[config.mk]
export PLATFORM = sky130hd
export DESIGN_NAME = fb_port_arbiter
export DESIGN_NICKNAME = d
export VERILOG_FILES = /design/src/rtl/fb_port_arbiter.sv
export SDC_FILE = /design/constraint.sdc
export NUM_CORES = 1
export LEC_CHECK = 0
export BUFFER_PORTS_ARGS = -buffer_cell sky130_fd_sc_hd__buf_2
export CAP_MARGIN = 0
export CORE_AREA = 4 4 208 210
export DETAILED_ROUTE_END_ITERATION = 10
export DIE_AREA = 0 0 212 214
export GPL_TIMING_DRIVEN = 0
export PLACE_DENSITY_LB_ADDON = 0.1
export SLEW_MARGIN = 20
export SYNTH_ARGS = -nofsm -noshare
export SYNTH_HDL_FRONTEND = slang
export SYNTH_SLANG_ARGS = --single-unit
[constraint.sdc]
create_clock -name vga_clk -period 6.72 [get_ports vga_clk]
set_input_delay 0.336 -clock vga_clk [delete_from_list [all_inputs] [get_ports vga_clk]]
set_output_delay 0.336 -clock vga_clk [all_outputs]
set_load 0.05 [all_outputs]
[src/rtl/fb_port_arbiter.sv]
// Framebuffer port arbiter: display reads take every RAM slot they need, repeated read
// addresses are served from a hold register, and the freed slots drain camera writes.
module fb_port_arbiter #(
  parameter int ADDR_W     = 17,
  parameter int DATA_W     = 16,
  parameter int FIFO_DEPTH = 16,
  parameter int RAM_LAT    = 1
) (
  input  logic                        vga_clk,
  input  logic                        rst_n,
  input  logic                        rd_en_i,
  input  logic [ADDR_W-1:0]           rd_addr_i,
  output logic [DATA_W-1:0]           rd_data_o,
  output logic                        rd_valid_o,
  input  logic                        wr_strobe_i,
  input  logic [ADDR_W-1:0]           wr_addr_i,
  input  logic [DATA_W-1:0]           wr_data_i,
  output logic                        ram_en_o,
  output logic                        ram_we_o,
  output logic [ADDR_W-1:0]           ram_addr_o,
  output logic [DATA_W-1:0]           ram_wdata_o,
  input  logic [DATA_W-1:0]           ram_rdata_i,
  output logic [$clog2(FIFO_DEPTH):0] fifo_level_o,
  output logic [15:0]                 drop_cnt_o,
  input  logic                        ovf_clr_i
);
  localparam int PTR_W = $clog2(FIFO_DEPTH);
  localparam int LVL_W = PTR_W + 1;

  logic [ADDR_W-1:0] fifo_addr_q [FIFO_DEPTH];
  logic [DATA_W-1:0] fifo_data_q [FIFO_DEPTH];
  logic [PTR_W-1:0]  wr_ptr_q, rd_ptr_q;
  logic [LVL_W-1:0]  level_q, level_d;
  logic [15:0]       drop_q, drop_d;
  logic              last_valid_q;
  logic [ADDR_W-1:0] last_addr_q;
  logic [RAM_LAT:0]  tag_vld_q, tag_hit_q;
  logic [DATA_W-1:0] hold_q, rd_data_q;
  logic              rd_valid_q, ram_en_q, ram_we_q;
  logic [ADDR_W-1:0] ram_addr_q;
  logic [DATA_W-1:0] ram_wdata_q;
  logic              rd_hit, rd_miss, fifo_full, fifo_empty, push, pop, drop;

  always_comb begin
    rd_hit     = rd_en_i && last_valid_q && (rd_addr_i == last_addr_q);
    rd_miss    = rd_en_i && !rd_hit;
    fifo_full  = (level_q == LVL_W'(FIFO_DEPTH));
    fifo_empty = (level_q == '0);
    // Full check uses the pre-cycle level, so a same-cycle pop never rescues a push.
    push       = wr_strobe_i && !fifo_full;
    pop        = !rd_miss && !fifo_empty;
    drop       = wr_strobe_i && fifo_full;
    level_d    = level_q + LVL_W'(push) - LVL_W'(pop);
    drop_d     = drop_q;
    if (ovf_clr_i)
      drop_d = '0;
    else if (drop && (drop_q != 16'hFFFF))
      drop_d = drop_q + 16'd1;
  end

  always_ff @(posedge vga_clk) begin
    if (push) begin
      fifo_addr_q[wr_ptr_q] <= wr_addr_i;
      fifo_data_q[wr_ptr_q] <= wr_data_i;
    end
  end

  always_ff @(posedge vga_clk or negedge rst_n) begin
    if (!rst_n) begin
      wr_ptr_q     <= '0;
      rd_ptr_q     <= '0;
      level_q      <= '0;
      drop_q       <= '0;
      last_valid_q <= 1'b0;
      last_addr_q  <= '0;
      tag_vld_q    <= '0;
      tag_hit_q    <= '0;
      hold_q       <= '0;
      rd_data_q    <= '0;
      rd_valid_q   <= 1'b0;
      ram_en_q     <= 1'b0;
      ram_we_q     <= 1'b0;
      ram_addr_q   <= '0;
      ram_wdata_q  <= '0;
    end else begin
      level_q      <= level_d;
      drop_q       <= drop_d;
      last_valid_q <= rd_en_i;
      if (rd_en_i)
        last_addr_q <= rd_addr_i;
      if (push)
        wr_ptr_q <= wr_ptr_q + PTR_W'(1);
      if (pop)
        rd_ptr_q <= rd_ptr_q + PTR_W'(1);

      ram_en_q <= rd_miss || pop;
      ram_we_q <= !rd_miss && pop;
      if (rd_miss) begin
        ram_addr_q <= rd_addr_i;
      end else if (pop) begin
        ram_addr_q  <= fifo_addr_q[rd_ptr_q];
        ram_wdata_q <= fifo_data_q[rd_ptr_q];
      end

      // Tag pipeline lines each request up with the cycle its RAM data returns.
      tag_vld_q[0] <= rd_en_i;
      tag_hit_q[0] <= rd_hit;
      for (int i = 1; i <= RAM_LAT; i++) begin
        tag_vld_q[i] <= tag_vld_q[i-1];
        tag_hit_q[i] <= tag_hit_q[i-1];
      end

      rd_valid_q <= tag_vld_q[RAM_LAT];
      if (tag_vld_q[RAM_LAT]) begin
        if (tag_hit_q[RAM_LAT]) begin
          rd_data_q <= hold_q;
        end else begin
          rd_data_q <= ram_rdata_i;
          hold_q    <= ram_rdata_i;
        end
      end
    end
  end

  assign rd_data_o    = rd_data_q;
  assign rd_valid_o   = rd_valid_q;
  assign ram_en_o     = ram_en_q;
  assign ram_we_o     = ram_we_q;
  assign ram_addr_o   = ram_addr_q;
  assign ram_wdata_o  = ram_wdata_q;
  assign fifo_level_o = level_q;
  assign drop_cnt_o   = drop_q;

endmodule

# Word-level counts from Yosys, hierarchy flattened
# Memory sizes are Yosys's and may differ from the RTL's. A register that Yosys moved wholly into a read port is not among the register bits.
# Cells that the tools add are included.
# W data, S select, Z words.
# classes
n_reduce_logical,19
n_mux,7
n_bitwise,2
addsub,5
n_eq_ne,3
# ops
operator,count
$mux W16,3
$mux W17,2
$eq A17 B17 Y1,1
$add A16 B1 Y16 const B,1
$ne A16 B16 Y1 const B,1
$add A4 B1 Y4 const B,2
$logic_and A1 B1 Y1,8
$add A5 B1 Y5,1
$eq A5 B5 Y1 const B,1
$logic_not A1 Y1,5
$logic_not A5 Y1,1
$sub A5 B1 Y5,1
$reduce_and A2 Y1,2
$reduce_bool A2 Y1,2
$mux W1,2
$not A1 Y1,2
$logic_or A1 B1 Y1,1
# word_totals
ramBits,528
ff_bits,87
n_memories,2
in_bits,71
output_inout_bits,73
# mem_list
memory,depth,word_bits,rd,rd_clocked_by_memory_dff,write_ports,line_no,source
fifo_addr_q,16,17,1,0,1,30,logic [ADDR_W-1:0] fifo_addr_q [FIFO_DEPTH];
fifo_data_q,16,16,1,1,1,31,logic [DATA_W-1:0] fifo_data_q [FIFO_DEPTH];

# Longest topological paths before layout
# depth
word_depth,8
mapped_depth,16

# Worst setup path before layout
# OpenSTA, ideal clock, no wires.
# synth_timing
kind,reg-to-reg
start,"reg level_q[2], in the netlist fifo_level_o[2]"
end,"mem fifo_addr_q[3][0], enable pin"
t_arrival_ps,4865
path_stages_with_launch,8
setup_slack_ps,1349
setup_time_ps,506
path_buffers,1
cell_sequence,dfrtp_1 > inv_1 > ha_1 > and4bb_1 > nor2b_1 > clkbuf_1 > inv_1 > nor4_1
# synth_between
elab_chain_cells,5
# synth_rtl
element,line_no,source
start: declaration,33,"logic [LVL_W-1:0] level_q, level_d;"
start signal: assignment,86,level_q <= level_d;
$eq A5 B5 Y1,47,fifo_full = (level_q == LVL_W'(FIFO_DEPTH));
$logic_not A1 Y1,50,push = wr_strobe_i && !fifo_full;
$logic_and A1 B1 Y1,50,
$mux W1,62,if (push) begin
$mux W1 (not written as such),63,fifo_addr_q[wr_ptr_q] <= wr_addr_i;
end: declaration,30,
# Every way passes these cells.

# Final worst setup path
# layout_timing
start,"reg level_q[2], in the netlist fifo_level_o[2]"
end,"reg level_q[4], in the netlist fifo_level_o[4]"
# layout_between
elab_cells_between_ends,8
# layout_lines
element,line_no,source
$logic_not A5 Y1,48,fifo_empty = (level_q == '0);
$logic_not A1 Y1,51,pop = !rd_miss && !fifo_empty;
$logic_and A1 B1 Y1,51,
net pop,42,"logic rd_hit, rd_miss, fifo_full, fifo_empty, push, pop, drop;"
$sub A5 B1 Y5,53,level_d = level_q + LVL_W'(push) - LVL_W'(pop);
net level_d[4],33,
# The timed path passes the listed nets, and every way through them passes these cells.
# A chain may end at the register's enable or synchronous reset.

==> reports/metrics.yaml <==
cp.depth: 16
crit_path_top_delay_cell: "nor4b_1"
cap_violations: 0
drc_errors: 0
period_share: 0.5476
critPathLaunch: "fifo_level_o[2]$_DFF_PN0_"
synth_flop_cell: "edfxtp_1"
overflow: 0
yosysTopAreaCell: "edfxtp_1"
cts_root_buf: "clkbuf_16"
netlist_top_cells_area: "edfxtp_1 (63%), dfrtp_1 (10%), mux4_2 (8.0%)"
reg2reg_depth: 16
synthSimpleGateAreaFrac: 0.02624
cts_tree: "yes"
synth.most_common_cell: "edfxtp_1"
dieArea_um2: 45370
worstMarginPinSlew_ps: 1059
final.setup.tns_ps: 0
cp_max_fo: 11
grt_max_degree: 62
r2r-start: "fifo_level_o[2]$_DFF_PN0_"
track_usage: 0.2563
path_common_cell: "inv_1"
ys_warn_count: 0
fillers: 2596
vias_per_cell: 6.289
path_buf_inv: 6
die_h_um: 214
syn_area_um2: 25030
die_x_um: 212
vias: 13130
clk-insertion-delay-late_ps: 610
skew_ps: 12.36
fmax_mhz: 271.7
layout-drive-gt1-share: 0.3154
drt-initial-drc-count: 1331
grt_pass1_wl_um: 84880
finish.net_count: 1583
critPathLaunchType: "register"
first_global_vias: 13050
place_congestion: 0.8038
finalSetupViolCount: 0
syn_inst: 1225
synth-edff-count: 528
min_period_ps: 3680
yosys.area.top_type_share: 0.6334
synth_nets: 1309
crit_chain: "inv_1 > ha_1 > nor4b_1 > buf_4 > o22ai_4 > buf_8 > ha_1 > inv_1 > ha_1 > inv_1 > fa_1 > inv_1 > a21oi_1 > nor2_1 > nor2_1 > xnor2_1"
synth_top_family_by_area: "multiplexers"
numPortBuffers: 142
area_delta_synth_final_pct: 16.28
hpwlAfterDp_um: 36330
numCtsBuffers: 60
wl_per_cell_um: 27.82
cts_sinks: 630
crit_type: "reg -> reg"
ys_types: 60
power_density_nw_per_um2: 406.5
outcome: "complete, no violations"
final_antenna_net_count: 0
synth_compound_area_frac: 0.02624
num_io_pins: 144
dpl_cell_area_um2: 26920
hold_path_depth: 2
rsz0062_at_grt: "no"
synth_fa_ha_area_frac: 0.006798
yosysSeqAreaShare: 0.7354
hp-start: "rd_addr_i[3]"
synthXorXnorAreaFrac: 0.01295
hold_slack_ps: 32.68
cts_buffer_depth: 3
cts_max_level: 2
final_max_slew_viol_count: 0
max_stage_delay_ps: 730
hold_violations: 0
synth.avg_cell_area_um2: 20.43
routed_wl_um: 58090
hp-class: "in -> reg"
worst_setup_path_end_kind: "register"
start_util: 0.6021
final-seq-area_um2: 18410
setup_ws_ps: 3040
async_reset_ff_frac: 0.1619
num_rows: 75
p_leak_nw: 10.38
final_core_util: 0.7002
firstDrtPassIters: 5
yosys-top-cells-count: "edfxtp_1 (528), dfrtp_1 (102), mux4_2 (89)"
coreArea_um2: 41570
antenna_found_initial: 4
cp.arrival_ps: 4170
postLayoutCellArea_um2: 29110
critical-path-top-delay-family: "adder cells"
slew_headroom: 0.2940
ys_ff_latch: 630
vdd_ir_drop_max_mv: 0.3578
multi_input_area_um2: 6216
cp.required_ps: 7210
muxShareOfSynthArea: 0.1731
pre_cts_slack_ps: 2977
clk_pin_slew_ps: 60
==> cells by family (layout without fill, tap and decap cells) <==
family / count (synthesis) / in the layout
flip-flops: 630 / 630
buffers and inverters: 79 / 401
XOR/XNOR: 37 / 37
AO/OA/AOI/OAI: 90 / 90
AND/OR/NAND/NOR: 113 / 113
other: 0 / 2
multiplexers: 263 / 263
adder cells (fa/ha/maj): 13 / 13
==> where the power goes <==
part | switching, mW | internal [mW] | leakage (nW)
Combinational | 2.17 | 1.50 | 3.46
Clock | 1.38 | 1.87 | 0.930
Sequential | 0.186 | 4.73 | 5.99
Total | 3.74 | 8.10 | 10.4
==> state kept, by name, indices dropped and copies added, names as in the netlist <==
| signal | cells |
|---|---|
| tag_vld_q | 2 |
| fifo_data_q | 256 |
| ram_addr_o | 17 |
| fifo_addr_q | 272 |
| drop_cnt_o | 16 |
| rd_valid_o | 1 |
| ram_we_o | 1 |
| rd_data_o | 16 |
| wr_ptr_q | 4 |
| rd_ptr_q | 4 |
| ram_en_o | 1 |
| ram_wdata_o | 16 |
| tag_hit_q | 2 |
| last_addr_q | 17 |
| fifo_level_o | 5 |
==> worst register-to-register path, cell delays in order, from the launching register on <==
cell and delay (ps):
dfrtp_1 400, inv_1 100, ha_1 160, nor4b_1 730
buf_4 310, o22ai_4 230, buf_8 260, ha_1 280
inv_1 60, ha_1 160, inv_1 60, fa_1 430
inv_1 70, a21oi_1 60, nor2_1 90, nor2_1 60
xnor2_1 110
==> layer usage <==
metal,up-vias,track usage,part of all wire
met5,-,0,0.00045
met4,4,0.06116,0.022
met3,92,0.05023,0.080
met2,579,0.3982,0.48
met1,6877,0.3854,0.41
li1,5579,-,-
==> placed cells by master (no fill, tap or decap), drive strengths merged, types with 7 or more instances in the layout <==
cell type    synthesis  layout
nand2               13      13
mux2                67      67
clkinv               0      20
nand4                7       7
a32oi               15      15
buf                 40     223
dfrtp              102     102
mux4               116     116
a21oi                9       9
nor2b                8       8
nand3               10      10
o21ai               20      20
dlygate4sd3          1      30
xnor2               19      19
nor4                15      15
ha                  12      12
edfxtp             528     528
and2                12      12
mux2i               80      80
xor2                18      18
clkbuf              17      99
a22oi               30      30
nor2                23      23
inv                 19      20
==> cell type report <==
| type | instances | share of cell area |
|---|---|---|
| flip-flops and latches | 630 | 0.6324 |
| multi-input cells | 516 | 0.2136 |
| clock buffers | 82 | 0.05687 |
| repair buffers | 212 | 0.04896 |
| well taps | 539 | 0.02317 |
| plain buffers | 60 | 0.01414 |
| clock inverters | 28 | 0.008253 |
| inverters | 19 | 0.002450 |
| diodes | 2 | 0.0001719 |
==> worst paths after layout <==
path / slack (ps) / end
min reg2reg: 360 / tag_hit_q[1]$_DFF_PN0_
max: 3040 / fifo_level_o[4]$_DFF_PN0_
max in group asynchronous: 5790 / ram_addr_o[5]$_DFFE_PN0P_
min: 30 / ram_addr_o[3]$_DFFE_PN0P_
min in group asynchronous: 230 / ram_wdata_o[5]$_DFFE_PN0P_
max reg2reg: 3040 / fifo_level_o[4]$_DFF_PN0_
==> timing repair <==
item / CTS / global route
resized for setup: 0 / 0
endpoints found under the hold margin: 75 / 0
setup buffers: 0 / 0
hold buffers: 29 / 0
==> per-stage QoR <==
stage	power, mW	instances
6_report	11.83	2088
3_3_place_gp	8.550	1906
5_1_grt	12.31	2086
4_1_cts	11.91	2086
2_1_floorplan	7.486	1225
3_5_place_dp	8.664	1947
(Power assumes the default switching activity.)
